File: config.mk
export PLATFORM = sky130hd
export DESIGN_NAME = ysyx_24100012_partial_load_flat
export DESIGN_NICKNAME = d
export VERILOG_FILES = /design/src/rtl/ysyx_24100012_partial_load_pkg.sv /design/src/rtl/ysyx_24100012_partial_load_if.sv /design/src/rtl/ysyx_24100012_MuxKeyWithDefault.sv /design/src/rtl/ysyx_24100012_partial_load_extract.sv /design/src/rtl/ysyx_24100012_partial_load.sv /design/src/flat_wrapper.sv
export SDC_FILE = /design/constraint.sdc
export NUM_CORES = 1
export LEC_CHECK = 0
export ABC_AREA = 0
export CAP_MARGIN = 20
export CORE_ASPECT_RATIO = 0.7
export CORE_UTILIZATION = 35
export CTS_CLUSTER_DIAMETER = 30
export CTS_CLUSTER_SIZE = 40
export DETAILED_ROUTE_END_ITERATION = 10
export HOLD_SLACK_MARGIN = 0.02
export PLACE_DENSITY_LB_ADDON = 0.25
export SYNTH_ARGS = -nofsm -noshare
export SYNTH_HDL_FRONTEND = slang
export SYNTH_SLANG_ARGS = --single-unit
File: constraint.sdc
create_clock -name clk -period 2.2 [get_ports clk]
set_input_delay 0.33 -clock clk [delete_from_list [all_inputs] [get_ports clk]]
set_output_delay 0.33 -clock clk [all_outputs]
set_load 0.005 [all_outputs]
File: src/rtl/ysyx_24100012_partial_load_pkg.sv
// ysyx_24100012_partial_load_pkg: shared load funct3 encodings, FSM states and response codes
package ysyx_24100012_partial_load_pkg;
   localparam logic [2:0] F3_LB  = 3'b000;
   localparam logic [2:0] F3_LH  = 3'b001;
   localparam logic [2:0] F3_LW  = 3'b010;
   localparam logic [2:0] F3_LBU = 3'b100;
   localparam logic [2:0] F3_LHU = 3'b101;
   localparam logic [1:0] RESP_OKAY = 2'b00;
   typedef enum logic [1:0] {S_IDLE, S_AR, S_R, S_RESP} state_e;
   // Illegal funct3 or a halfword/word access off its natural alignment
   function automatic logic load_bad(input logic [2:0] f3, input logic [1:0] off);
      return (f3 == F3_LH || f3 == F3_LHU) ? off[0] :
             (f3 == F3_LW)                 ? |off   :
                                             !(f3 == F3_LB || f3 == F3_LBU);
   endfunction
endpackage

File: src/rtl/ysyx_24100012_partial_load_if.sv
// ysyx_24100012_partial_load_if: data-memory read channel (address + data phases)
//   master: arvalid/araddr/rready out, arready/rvalid/rdata/rresp in (the load unit)
//   slave : the memory side
interface ysyx_24100012_partial_load_if #(
   parameter int ADDR_WIDTH = 32,
   parameter int DATA_WIDTH = 32
);
   logic                  arvalid;
   logic                  arready;
   logic [ADDR_WIDTH-1:0] araddr;
   logic                  rvalid;
   logic                  rready;
   logic [DATA_WIDTH-1:0] rdata;
   logic [1:0]            rresp;
   modport master(output arvalid, araddr, rready, input arready, rvalid, rdata, rresp);
   modport slave(input arvalid, araddr, rready, output arready, rvalid, rdata, rresp);
endinterface

File: src/rtl/ysyx_24100012_MuxKeyWithDefault.sv
// ysyx_24100012_MuxKeyWithDefault: key-indexed lookup mux with default
//   key: selector, lut: NR_KEY packed {key,data} pairs, default_out: no-match value, out: selected data
module ysyx_24100012_MuxKeyWithDefault #(
   parameter int NR_KEY   = 2,
   parameter int KEY_LEN  = 1,
   parameter int DATA_LEN = 1
) (
   output logic [DATA_LEN-1:0]                out,
   input  logic [KEY_LEN-1:0]                 key,
   input  logic [DATA_LEN-1:0]                default_out,
   input  logic [NR_KEY*(KEY_LEN+DATA_LEN)-1:0] lut
);
   localparam int PAIR_LEN = KEY_LEN + DATA_LEN;
   always_comb begin
      out = default_out;
      for (int i = 0; i < NR_KEY; i++)
         if (lut[PAIR_LEN*i+DATA_LEN +: KEY_LEN] == key) out = lut[PAIR_LEN*i +: DATA_LEN];
   end
endmodule

File: src/rtl/ysyx_24100012_partial_load_extract.sv
// ysyx_24100012_load_extract: combinational byte/halfword/word lane select with sign/zero extension
//   word: aligned memory word, off: addr[1:0], func3: load type, data: extended result
module ysyx_24100012_load_extract
   import ysyx_24100012_partial_load_pkg::*;
(
   input  logic [31:0] word,
   input  logic [1:0]  off,
   input  logic [2:0]  func3,
   output logic [31:0] data
);
   logic [7:0]  b;
   logic [15:0] h;
   ysyx_24100012_MuxKeyWithDefault #(.NR_KEY(4), .KEY_LEN(2), .DATA_LEN(8)) u_byte (
      .out(b), .key(off), .default_out(8'h00),
      .lut({2'd3, word[31:24], 2'd2, word[23:16], 2'd1, word[15:8], 2'd0, word[7:0]})
   );
   ysyx_24100012_MuxKeyWithDefault #(.NR_KEY(2), .KEY_LEN(1), .DATA_LEN(16)) u_half (
      .out(h), .key(off[1]), .default_out(16'h0000),
      .lut({1'b1, word[31:16], 1'b0, word[15:0]})
   );
   ysyx_24100012_MuxKeyWithDefault #(.NR_KEY(5), .KEY_LEN(3), .DATA_LEN(32)) u_ext (
      .out(data), .key(func3), .default_out(32'h0),
      .lut({F3_LB,  {{24{b[7]}}, b},
            F3_LH,  {{16{h[15]}}, h},
            F3_LW,  word,
            F3_LBU, {24'h0, b},
            F3_LHU, {16'h0, h}})
   );
endmodule

File: src/rtl/ysyx_24100012_partial_load.sv
// ysyx_24100012_partial_load: single-outstanding RV32 load unit over a valid/ready read channel
//   req_*  : load request (addr, func3) from the LSU stage
//   mem    : word-aligned read channel (master side)
//   load_* : extended result + error back to the pipeline
module ysyx_24100012_partial_load
   import ysyx_24100012_partial_load_pkg::*;
#(
   parameter int ADDR_WIDTH = 32,
   parameter int DATA_WIDTH = 32
) (
   input  logic                  clk,
   input  logic                  rst,
   input  logic                  req_valid,
   output logic                  req_ready,
   input  logic [2:0]            func3,
   input  logic [ADDR_WIDTH-1:0] addr,
   ysyx_24100012_partial_load_if.master mem,
   output logic                  load_valid,
   input  logic                  load_ready,
   output logic [DATA_WIDTH-1:0] load_data,
   output logic                  load_err
);
   state_e                state, state_n;
   logic [1:0]            off_q;
   logic [2:0]            f3_q;
   logic [ADDR_WIDTH-1:0] araddr_q;
   logic [DATA_WIDTH-1:0] ext;
   logic                  bad;
   assign bad = load_bad(func3, addr[1:0]);
   ysyx_24100012_load_extract u_extract (.word(mem.rdata), .off(off_q), .func3(f3_q), .data(ext));
   always_ff @(posedge clk or negedge rst)
      if (!rst) state <= S_IDLE;
      else state <= state_n;
   // Bad requests skip the memory entirely and answer with an error
   always_comb begin
      state_n = state;
      case (state)
         S_IDLE:  state_n = !req_valid ? S_IDLE : bad ? S_RESP : S_AR;
         S_AR:    state_n = mem.arready ? S_R : S_AR;
         S_R:     state_n = mem.rvalid ? S_RESP : S_R;
         S_RESP:  state_n = load_ready ? S_IDLE : S_RESP;
         default: state_n = S_IDLE;
      endcase
   end
   always_comb begin
      req_ready   = state == S_IDLE;
      mem.arvalid = state == S_AR;
      mem.rready  = state == S_R;
      load_valid  = state == S_RESP;
   end
   assign mem.araddr = araddr_q;
   always_ff @(posedge clk or negedge rst)
      if (!rst) begin
         off_q     <= '0;
         f3_q      <= '0;
         araddr_q  <= '0;
         load_data <= '0;
         load_err  <= 1'b0;
      end else if (state == S_IDLE && req_valid) begin
         off_q     <= addr[1:0];
         f3_q      <= func3;
         araddr_q  <= {addr[ADDR_WIDTH-1:2], 2'b00};
         load_data <= '0;
         load_err  <= bad;
      end else if (state == S_R && mem.rvalid) begin
         load_data <= ext;
         load_err  <= mem.rresp != RESP_OKAY;
      end
endmodule
File: src/flat_wrapper.sv
// flat-port wrapper written by rule: the top's interface ports become plain ports
module ysyx_24100012_partial_load_flat import ysyx_24100012_partial_load_pkg::*;
#(
   parameter int ADDR_WIDTH = 32,
   parameter int DATA_WIDTH = 32
)
  (clk, rst, req_valid, req_ready, func3, addr, load_valid, load_ready, load_data, load_err, mem_arvalid, mem_araddr, mem_rready, mem_arready, mem_rvalid, mem_rdata, mem_rresp);
  ysyx_24100012_partial_load_if #(.ADDR_WIDTH(ADDR_WIDTH), .DATA_WIDTH(DATA_WIDTH)) mem_i ();
  input  logic clk;
  input  logic rst;
  input  logic req_valid;
  output logic req_ready;
  input  logic [2:0] func3;
  input  logic [ADDR_WIDTH-1:0] addr;
  output logic load_valid;
  input  logic load_ready;
  output logic [DATA_WIDTH-1:0] load_data;
  output logic load_err;
  output wire logic [$bits(mem_i.arvalid)-1:0] mem_arvalid;
  output wire logic [$bits(mem_i.araddr)-1:0] mem_araddr;
  output wire logic [$bits(mem_i.rready)-1:0] mem_rready;
  input wire logic [$bits(mem_i.arready)-1:0] mem_arready;
  input wire logic [$bits(mem_i.rvalid)-1:0] mem_rvalid;
  input wire logic [$bits(mem_i.rdata)-1:0] mem_rdata;
  input wire logic [$bits(mem_i.rresp)-1:0] mem_rresp;
  assign mem_arvalid = mem_i.arvalid;
  assign mem_araddr = mem_i.araddr;
  assign mem_rready = mem_i.rready;
  assign mem_i.arready = mem_arready;
  assign mem_i.rvalid = mem_rvalid;
  assign mem_i.rdata = mem_rdata;
  assign mem_i.rresp = mem_rresp;
  ysyx_24100012_partial_load #(.ADDR_WIDTH(ADDR_WIDTH), .DATA_WIDTH(DATA_WIDTH)) u_core (.clk(clk), .rst(rst), .req_valid(req_valid), .req_ready(req_ready), .func3(func3), .addr(addr), .mem(mem_i), .load_valid(load_valid), .load_ready(load_ready), .load_data(load_data), .load_err(load_err));
endmodule
; After elaboration in Yosys (flattened, before gate mapping)
; Cells that the tools add are included.
[totals]
mem_count = 0
out_inout_bits = 69
in_bits = 75
ram_bits = 0
ff_bits = 70
rom_bits = 0
latchBits = 0
[classes]
shifts = 0
n_mux = 22
add_sub_neg = 0
n_bitwise = 0
div = 0
mul = 0
reduce_logical = 12
n_eq_ne = 14
n_lt_le_gt_ge = 0
[op_table]
columns = op, count
row1 = $mux W32, 5
row2 = $mux W16, 3
row3 = $mux W8, 4
row4 = $mux W2, 4
row5 = $pmux W2 S4, 1
row6 = $eq A3 B3 Y1 const A, 2
row7 = $eq A3 B3 Y1 const B, 2
row8 = $logic_not A3 Y1, 2
row9 = $mux W1, 5
row10 = $eq A2 B2 Y1 const A, 2
row11 = $eq A2 B2 Y1 const B, 2
row12 = $logic_not A2 Y1, 2
row13 = $reduce_bool A2 Y1, 2
row14 = $eq A1 B3 Y1 const A, 1
row15 = $eq A2 B3 Y1 const A, 1
row16 = $eq A3 B1 Y1 const B, 1
row17 = $eq A3 B2 Y1 const B, 1
row18 = $eq A1 B2 Y1 const A, 1
row19 = $eq A2 B1 Y1 const B, 1
row20 = $logic_and A1 B1 Y1, 2
row21 = $logic_or A1 B1 Y1, 2
row22 = $reduce_or A2 Y1, 1
row23 = $logic_not A1 Y1, 1

; Depth between registers and ports, before layout
; Gate-level depths: netlist (run 1).
[logic_depth]
ltp_word = 11
ltp_mapped = 7

; Hierarchy
; Synthesis (run 1) repeated with hierarchy kept, for this count alone.
[unflattened]
cells_unflattened = 677
hier_area_um2 = 6555.0
[modules_own_cells]
columns = module, area_per_inst_um2, cells_each, n_inst
row1 = ysyx_24100012_partial_load, 2771.4, 174, 1
row2 = ysyx_24100012_MuxKeyWithDefault (u_core.u_extract.u_ext), 2527.4, 337, 1
row3 = ysyx_24100012_MuxKeyWithDefault (u_core.u_extract.u_half), 827.0, 115, 1
row4 = ysyx_24100012_MuxKeyWithDefault (u_core.u_extract.u_byte), 421.7, 49, 1
row5 = ysyx_24100012_load_extract, 7.5, 2, 1

; Worst setup path before layout (run 1)
; OpenSTA, ideal clock, no wires.
[synth_timing]
kind = register -> register
from = reg u_core.off_q[1]
to = reg u_core.load_data[29]
slack_ps = 447
t_arrival_ps = 1629
period_less_slack_ps = 1753
required_ps = 2076
path_stages_with_launch = 7
path_buffers = 3
setup_time_ps = 124
path_cell_list = dfrtp_1 buf_6 mux4_2 and3_1 buf_6 buf_6 a211o_1
[synth_between]
elab_chain_len = 8
[synth_lines]
columns = item, line_no
row1 = "start, declared", ysyx_24100012_partial_load.sv:24  ; logic [1:0] off_q;
row2 = "start signal, assigned", ysyx_24100012_partial_load.sv:60  ; off_q <= addr[1:0];
row3 = $logic_not A2 Y1, ysyx_24100012_MuxKeyWithDefault.sv:17  ; if (lut[PAIR_LEN*i+DATA_LEN +: KEY_LEN] == key) out = lut[PAIR_LEN*i +: DATA_LEN];
row4 = $mux W8 (4 in a row), ysyx_24100012_MuxKeyWithDefault.sv:17
row5 = $mux W32 (*), ysyx_24100012_MuxKeyWithDefault.sv:17
row6 = $mux W32 (*), ysyx_24100012_partial_load.sv:65  ; end else if (state == S_R && mem.rvalid) begin
row7 = $mux W32 (*), ysyx_24100012_partial_load.sv:59  ; end else if (state == S_IDLE && req_valid) begin
row8 = "end signal, assigned", ysyx_24100012_partial_load.sv:66  ; load_data <= ext;
row9 = "end, declared", ysyx_24100012_partial_load.sv:20  ; output logic [DATA_WIDTH-1:0] load_data,
; Every way passes the cells marked *; elsewhere a longest branch is shown, timed or not. The select of a mux whose other input is x is not followed.
; A chain may end at the register's enable or synchronous reset.

; Final worst setup path (run 1)
[layout_timing]
from = reg u_core.f3_q[1]
to = reg u_core.load_data[23]
[layout_between]
elab_chain_len = 6
[layout_lines]
columns = item, line_no
row1 = "start, declared", ysyx_24100012_partial_load.sv:25  ; logic [2:0] f3_q;
row2 = "start signal, assigned", ysyx_24100012_partial_load.sv:61  ; f3_q <= func3;
row3 = $eq A2 B3 Y1, ysyx_24100012_MuxKeyWithDefault.sv:17
row4 = $mux W32 (2 in a row), ysyx_24100012_MuxKeyWithDefault.sv:17
row5 = $mux W32 (*), ysyx_24100012_MuxKeyWithDefault.sv:17
row6 = $mux W32 (*), ysyx_24100012_partial_load.sv:65
row7 = $mux W32 (*), ysyx_24100012_partial_load.sv:59
; Marks and branches as above.

==> impl_metrics.csv, run 1 <==
group,metric,value,unit
power_and_ir_drop,vdd_drop_max,0.000556,V
grt,antenna_found_initial,0,
worst_setup_path,crit_fanout,15,
timing,rsz0062_at_grt,"false",
logic_synthesis,ys_ff_latch,70,
grt,grt_pass1_wl,17.1,mm
clocking,clock_path_buffers,2,
worst_setup_path,worstPathRequired,2.47,ns
worst_setup_path,critPathArrivalTime,2.23,ns
detailed_routing,vias,3074,
timing,setup_viol,0,
grt,grt_use_total,21.6,%
timing,fin_skew,0.00456,ns
timing,clock.fmax,0.511,GHz
clocking,root_buffer,"clkbuf_16",
floorplanning,initial_utilization,36.8,%
floorplanning,die_y,87.2,um
placement,dp_hpwl,8.27,mm
detailed_routing,first_pass_iters,4,
clocking,cts_tree,"yes",
floorplanning,io_pins,144,
timing,relSlewSlack,35.8,%
power_and_ir_drop,p_total,7450,uW
timing,slew_viol_final,0,
finish,antennaDiodeCount,0,
power_and_ir_drop,p_per_area,1360,nW/um^2
timing,hold_violations,0,
hold_path,hold_class,"input pin to asynchronous set/reset pin",
clocking,postCtsSetupRepairBufs,0,
detailed_routing,vias_per_cell,5.19,
status,status,"finished clean",
logic_synthesis,synth_edf_count,0,
placement,port_buffers,141,
detailed_routing,drc,0,
clocking,h-tree-depth,3,
worst_setup_path,r2r_start,"u_core.f3_q[1]",
grt,gr-total-overflow,0,
floorplanning,dieWidth,124,um
placement,gp_congestion,0.962,
grt,grt_pass1_vias,3007,
clocking,numClockSinks,70,
logic_synthesis,synth_area_leader_cell,"dfrtp_1",
detailed_routing,routedWlPerCell,18.4,um
worst_setup_path,end_kind,"flop",
logic_synthesis,synth_area_leaders,"dfrtp_1 (48%), mux2_2 (12%), mux4_2 (5.0%), a211o_1 (3.6%), a21oi_1 (3.4%)",
finish,drive_gt1_share,17.7,%
logic_synthesis,async_flop_share,100,%
clocking,clkSlewWorstSetupHoldPaths,0.06,ns
logic_synthesis,synth.cell_area,3630,sq um
timing,tightest_slew,0.962,ns
finish,area_growth,51.3,%
finish,nets,535,
worst_setup_path,crit_start,"u_core.f3_q[1]",
logic_synthesis,syn_inst,323,
worst_setup_path,cp-start-kind,"flop",
logic_synthesis,ys_warn_count,0,
timing,fin_crit_sh,89.0,%
clocking,cts_buffers,9,
timing,tns,0,ns
logic_synthesis,synth_top_area_share,48.3,%
timing,period_minus_slack,1.96,ns
worst_setup_path,critPathKind,"flop to flop",
detailed_routing,drtIter0Drc,168,
logic_synthesis,synth_flop_cell,"dfrtp_1",
floorplanning,floorplan.die_area,10800,sq um
floorplanning,core_area,9870,sq um
floorplanning,fp-row-count,30,
detailed_routing,wl,10.9,mm
grt,grt_max_degree,41,
logic_synthesis,seq_area_frac_synth,48.3,%
clocking,clk_latency,0.33,ns
logic_synthesis,yosysUniqueCellTypes,37,
detailed_routing,ant_nets,0,
logic_synthesis,syn_avg_cell_area,11.2,sq um
flow_run,cap_violations,0,
power_and_ir_drop,power.leakage,0.00235,uW
flip-flops by register name (all words and copies together) (netlist names):
name	count
u_core.f3_q	3
u_core.load_data	32
u_core.load_err	1
u_core.mem.araddr	30
u_core.off_q	2
u_core.state	2
placed cells by master (no fill, tap or decap), types with 2 or more instances in the layout:
cell type / count
clkdlybuf4s50_1: 140
dfrtp_1: 70
mux2_2: 40
a21oi_1: 25
nor2_1: 20
nor2b_1: 17
o21ai_0: 17
a211o_1: 15
nand2_1: 13
buf_4: 12
mux2i_1: 9
a22o_1: 9
clkbuf_16: 9
nand2b_1: 8
mux4_2: 8
o22ai_1: 7
a221oi_1: 6
inv_1: 4
a21o_1: 3
buf_12: 3
a221o_1: 2
or2_2: 2
o31a_1: 2
and3_1: 2
conb_1: 2
clkinvlp_4: 2
clkinv_2: 2
final timing paths:
| check | to | slack (ns) | depth (start not counted) |
|---|---|---|---|
| worst max-delay path | u_core.load_data[23] | 0.24 | 4 |
| worst min-delay path | u_core.load_data[5] | 0.47 | 2 |
| worst max register to register | u_core.load_data[23] | 0.24 | 4 |
| worst min register to register | u_core.load_data[6] | 0.47 | 2 |
| max in group asynchronous | u_core.state[1] | 1.15 | 3 |
| min in group clk | u_core.load_data[6] | 0.47 | 2 |
layer usage:
layer  routed length [um]  part of all wire (%)  vias up  global-route usage (%)
met4                  139                   1.3        0                    6.35
li1                     -                     -     1452                       -
met3                  911                   8.4       14                    8.57
met2                 4540                    42      127                    29.4
met5                    0                     0        -                       0
met1                 5300                    49     1481                    31.0
power by group:
group          leakage [uW]  switching [uW]  internal (uW)
clock              0.000137             536            868
sequential         0.000877             428           1870
combinational       0.00133            1510           2240
logic make-up after synthesis:
kind of cell	share of synthesized area (%)
compound gates	17.5
flops	48.3
simple gates	9.55
mux	19.9
buf+inv	4.76
other cells	0.103
critical path, stage by stage (launching register included):
cell     delay, ns
dfrtp_1       0.58
nor2b_1       0.82
a21oi_1       0.25
nor2_1        0.15
a211o_1       0.10
synth_stat cells (all sizes together) (9+ instances only):
library cell	number
mux2i	9
a21oi	25
buf	15
o21ai	17
nor2b	17
nand2	13
a22o	9
clkbuf	16
mux2	40
dfrtp	70
nor2	20
a211o	15
stage by stage:
step           hold slack [ns]  setup slack, ns  instances  util, %  cell area (sq um)
2_1_floorplan           0.0344            0.447        324        -               3630
3_3_place_gp             0.283           0.0398        576     52.6               5190
3_5_place_dp             0.288           0.0150        576     52.6               5190
4_1_cts                  0.471            0.218        592     55.6               5490
5_1_grt                  0.495           0.0744        592     55.6               5490
6_report                 0.472            0.241        592     55.6               5490
cell type report:
type                       count  area (sq um)
sequential                    70          1750
multi-input combinational    219          1710
tap                          128           160
inverter                       4          15.0
fill                         872          4380
timing repair buffer         156          1560
clock buffer                   9           225
clock inverter                 6          63.8
what timing repair did:
item,4_1_cts,5_1_grt
hold endpoints to repair,30,0
hold buffers,1,0
resized for setup,0,0
(Power assumes the default switching activity.)
==> inputs of run 2 (changes only) <==
--- a/config.mk
+++ b/config.mk
@@ -5,13 +5,15 @@
 export SDC_FILE = /design/constraint.sdc
 export NUM_CORES = 1
 export LEC_CHECK = 0
-export ABC_AREA = 0
+export ABC_AREA = 1
 export CAP_MARGIN = 20
 export CORE_ASPECT_RATIO = 0.7
+export CORE_MARGIN = 10
 export CORE_UTILIZATION = 35
 export CTS_CLUSTER_DIAMETER = 30
 export CTS_CLUSTER_SIZE = 40
 export DETAILED_ROUTE_END_ITERATION = 10
+export GPL_TIMING_DRIVEN = 0
 export HOLD_SLACK_MARGIN = 0.02
 export PLACE_DENSITY_LB_ADDON = 0.25
 export SYNTH_ARGS = -nofsm -noshare
==> run 2 against run 1 <==
  * Synthesized area up 2.5%
  * Highest routed layer unchanged
  * Synthesized cell count increased by 62%
  * Critical path type unchanged
  * Critical endpoint is now u_core.load_data[24]
  * Largest cell class unchanged
  * Core utilization fell by 1.2 points
  * Wire length up 15%
  * Clock skew is 0.00090 ns higher
==> impl_metrics.csv, run 2 <==
group,metric,value,unit
logic_synthesis,async_flop_share,100,%
grt,grt_pass1_vias,4069,
logic_synthesis,seq_area_frac_synth,47.1,%
placement,dp_hpwl,9.86,mm
clocking,cts_buffers,9,
logic_synthesis,synth_area_leader_cell,"dfrtp_1",
clocking,postCtsSetupRepairBufs,0,
logic_synthesis,syn_avg_cell_area,7.11,sq um
finish,largest_register_ff_count,32,
logic_synthesis,ys_ff_latch,70,
timing,relSlewSlack,61.8,%
flow_run,cap_violations,0,
timing,tightest_slew,0.570,ns
logic_synthesis,synth_top_area_share,47.1,%
finish,area_growth,51.5,%
power_and_ir_drop,power.share.switching,39.3,%
timing,setup_viol,0,
logic_synthesis,synth.cell_area,3720,sq um
logic_synthesis,synth_flop_cell,"dfrtp_1",
timing,clock.fmax,0.552,GHz
finish,final_util,54.5,%
logic_synthesis,ys_warn_count,0,
floorplanning,fp-row-count,31,
logic_synthesis,yosys-top-cells-count,"nand2_1 (244), dfrtp_1 (70), nor2_1 (38)",
logic_synthesis,syn_inst,523,
worst_setup_path,reg2reg_slack,0.39,ns
timing,slew_viol_final,0,
timing,tns,0,ns
timing,hold_violations,0,
placement,port_buffers,141,
logic_synthesis,yosysUniqueCellTypes,30,
power_and_ir_drop,netSwitchingPower,3080,uW
timing,whs,0.457,ns
floorplanning,floorplan.die_area,15200,sq um
power_and_ir_drop,power.share.clock,18.8,%
grt,grt_max_degree,47,
timing,rsz0062_at_grt,"false",
grt,grt_pass1_wl,20.6,mm
power_and_ir_drop,pwr-share-seq,28.2,%
worst_setup_path,cp_common_cell,"nand2_1",
finish,antennaDiodeCount,0,
placement,placed_cell_area,5330,sq um
clocking,cts_resized,0,
clocking,root_buffer,"clkbuf_16",
worst_setup_path,end_kind,"flop",
worst_setup_path,reg2reg_depth,7,
logic_synthesis,synth_area_leaders,"dfrtp_1 (47%), nand2_1 (25%), o21ai_0 (3.9%), nor2_1 (3.8%), inv_1 (3.0%)",
detailed_routing,routedWlPerCell,15.3,um
finish,nets,753,
finish,drive_gt1_share,7.17,%
logic_synthesis,synth_most_common_cell,"nand2_1",
power_and_ir_drop,vdd_drop_max,0.000586,V
timing,fin_skew,0.00546,ns
worst_setup_path,critPathArrivalTime,2.01,ns
timing,finalWorstSetupSlack,0.389,ns
worst_setup_path,crit_chain,"inv_1, nand2_1, nor2_4, nand3_1, nand2_1, clkbuf_1, o21ai_1",
detailed_routing,first_pass_iters,5,
logic_synthesis,synth_edf_count,0,
power_and_ir_drop,internal_power,4740,uW
detailed_routing,ant_nets,0,
detailed_routing,vias_per_cell,4.88,
placement,gp_congestion,0.921,
timing,fin_crit_sh,82.3,%
worst_setup_path,cp-start-kind,"flop",
clocking,clock_path_buffers,2,
worst_setup_path,r2r_end,"u_core.load_data[24]",
floorplanning,die_y,106,um
grt,grt_use_total,16.8,%
finish,top_register,"u_core.load_data",
power_and_ir_drop,power.leakage,0.00277,uW
clocking,cts_tree,"yes",
finish,final_area,5640,sq um
clocking,h-tree-depth,3,
finish,final_common_cell,"nand2_1",
status,status,"finished clean",
finish,final_cell_mix,"nand2_1 (244), clkdlybuf4s50_1 (140), dfrtp_1 (70), nor2_1 (38), inv_1 (30)",
floorplanning,core_area,10400,sq um
timing,period_minus_slack,1.81,ns
worst_setup_path,r2r_start,"u_core.f3_q[1]",
worst_setup_path,critPathKind,"flop to flop",
power_and_ir_drop,p_comb_share,53.0,%
floorplanning,io_pins,144,
grt,antenna_found_initial,1,
clocking,clkSlewWorstSetupHoldPaths,0.05,ns
detailed_routing,vias,3974,
worst_setup_path,cpMaxStageDelayCell,"dfrtp_1",
detailed_routing,drtIter0Drc,272,
placement,post-place-ws,0.210,ns
clocking,clk_latency,0.33,ns
grt,gr-total-overflow,0,
hold_path,hold_class,"input pin to asynchronous set/reset pin",
clocking,numClockSinks,70,
detailed_routing,wl,12.5,mm
worst_setup_path,crit_fanout,10,
power_and_ir_drop,p_per_area,1390,nW/um^2
floorplanning,dieWidth,143,um
worst_setup_path,worstPathRequired,2.40,ns
floorplanning,initial_utilization,35.9,%
worst_setup_path,cp_slowest_stage_delay,0.42,ns
detailed_routing,drc,0,
run 2: cell count changes in the layout (fill, tap and decap cells not counted), moves of 11 or more:
cell / delta
o21ai_1: +18
nand2_1: +231
mux2_2: -40
clkbuf_1: +14
nand3_1: +11
nor2_1: +18
a211o_1: -15
inv_1: +26
o21ai_0: +12
nor2b_1: -17
run 2: how the worst max path moves through the flow:
stage                          startpoint                    to  slack, ns  cells after the start
after floorplan           u_core.off_q[1]  u_core.load_data[22]       0.72                      9
after global placement                rst  u_core.mem.araddr[3]      -1.68                      1
after detailed placement       mem_rvalid  u_core.load_data[30]       0.21                      7
after CTS                  u_core.f3_q[1]  u_core.load_data[24]       0.38                      7
after global routing       u_core.f3_q[1]  u_core.load_data[24]       0.17                      7
final                      u_core.f3_q[1]  u_core.load_data[24]       0.39                      7
run 2: worst max-delay path: cells and delay by family (launching register included):
family | cells | cell delay (ns)
AND/OR/NAND/NOR | 4 | 0.67
buffers and inverters | 2 | 0.46
flip-flops | 1 | 0.42
AO/OA/AOI/OAI | 1 | 0.13
run 2: metal layers:
| layer | track usage, % | vias up | wire length, um |
|---|---|---|---|
| met5 | 0 | - | 0 |
| met4 | 4.87 | 0 | 158 |
| met3 | 8.40 | 16 | 1600 |
| met2 | 25.0 | 193 | 5250 |
| met1 | 21.0 | 1824 | 5500 |
| li1 | - | 1941 | - |
run 2: logic make-up after synthesis:
family | share of synthesized area [%]
buf+inv | 7.60
simple gates | 32.4
other cells | 0.101
flops | 47.1
compound gates | 12.8
run 2: layout make-up:
cell class / count / area, sq um
Timing Repair Buffer: 143 / 1450
Sequential cell: 70 / 1750
Clock buffer: 13 / 260
Clock inverter: 3 / 42.5
Buffer: 29 / 159
Inverter: 33 / 124
Fill cell: 971 / 4720
Multi-Input combinational cell: 392 / 1690
Tap cell: 132 / 165
run 2: power by group through the flow:
| stage | Combinational, uW | Clock [uW] | Sequential [uW] |
|---|---|---|---|
| after floorplan | 2190 | 0 | 2220 |
| after global placement | 4060 | 0 | 2190 |
| after detailed placement | 4140 | 0 | 2220 |
| after CTS | 4160 | 1510 | 2210 |
| after global routing | 4660 | 1560 | 2290 |
| final | 4140 | 1470 | 2210 |
run 2: timing repair:
| item | in CTS | in global routing |
|---|---|---|
| hold buffers | 1 | 0 |
| endpoints found under the setup margin | 0 | 0 |
| endpoints found under the hold margin | 24 | 0 |
run 2: per-stage QoR:
| stage | power [uW] | cells |
|---|---|---|
| 2_1_floorplan | 4410 | 524 |
| 3_3_place_gp | 6260 | 797 |
| 3_5_place_dp | 6360 | 798 |
| 4_1_cts | 7880 | 815 |
| 5_1_grt | 8510 | 815 |
| 6_report | 7820 | 815 |
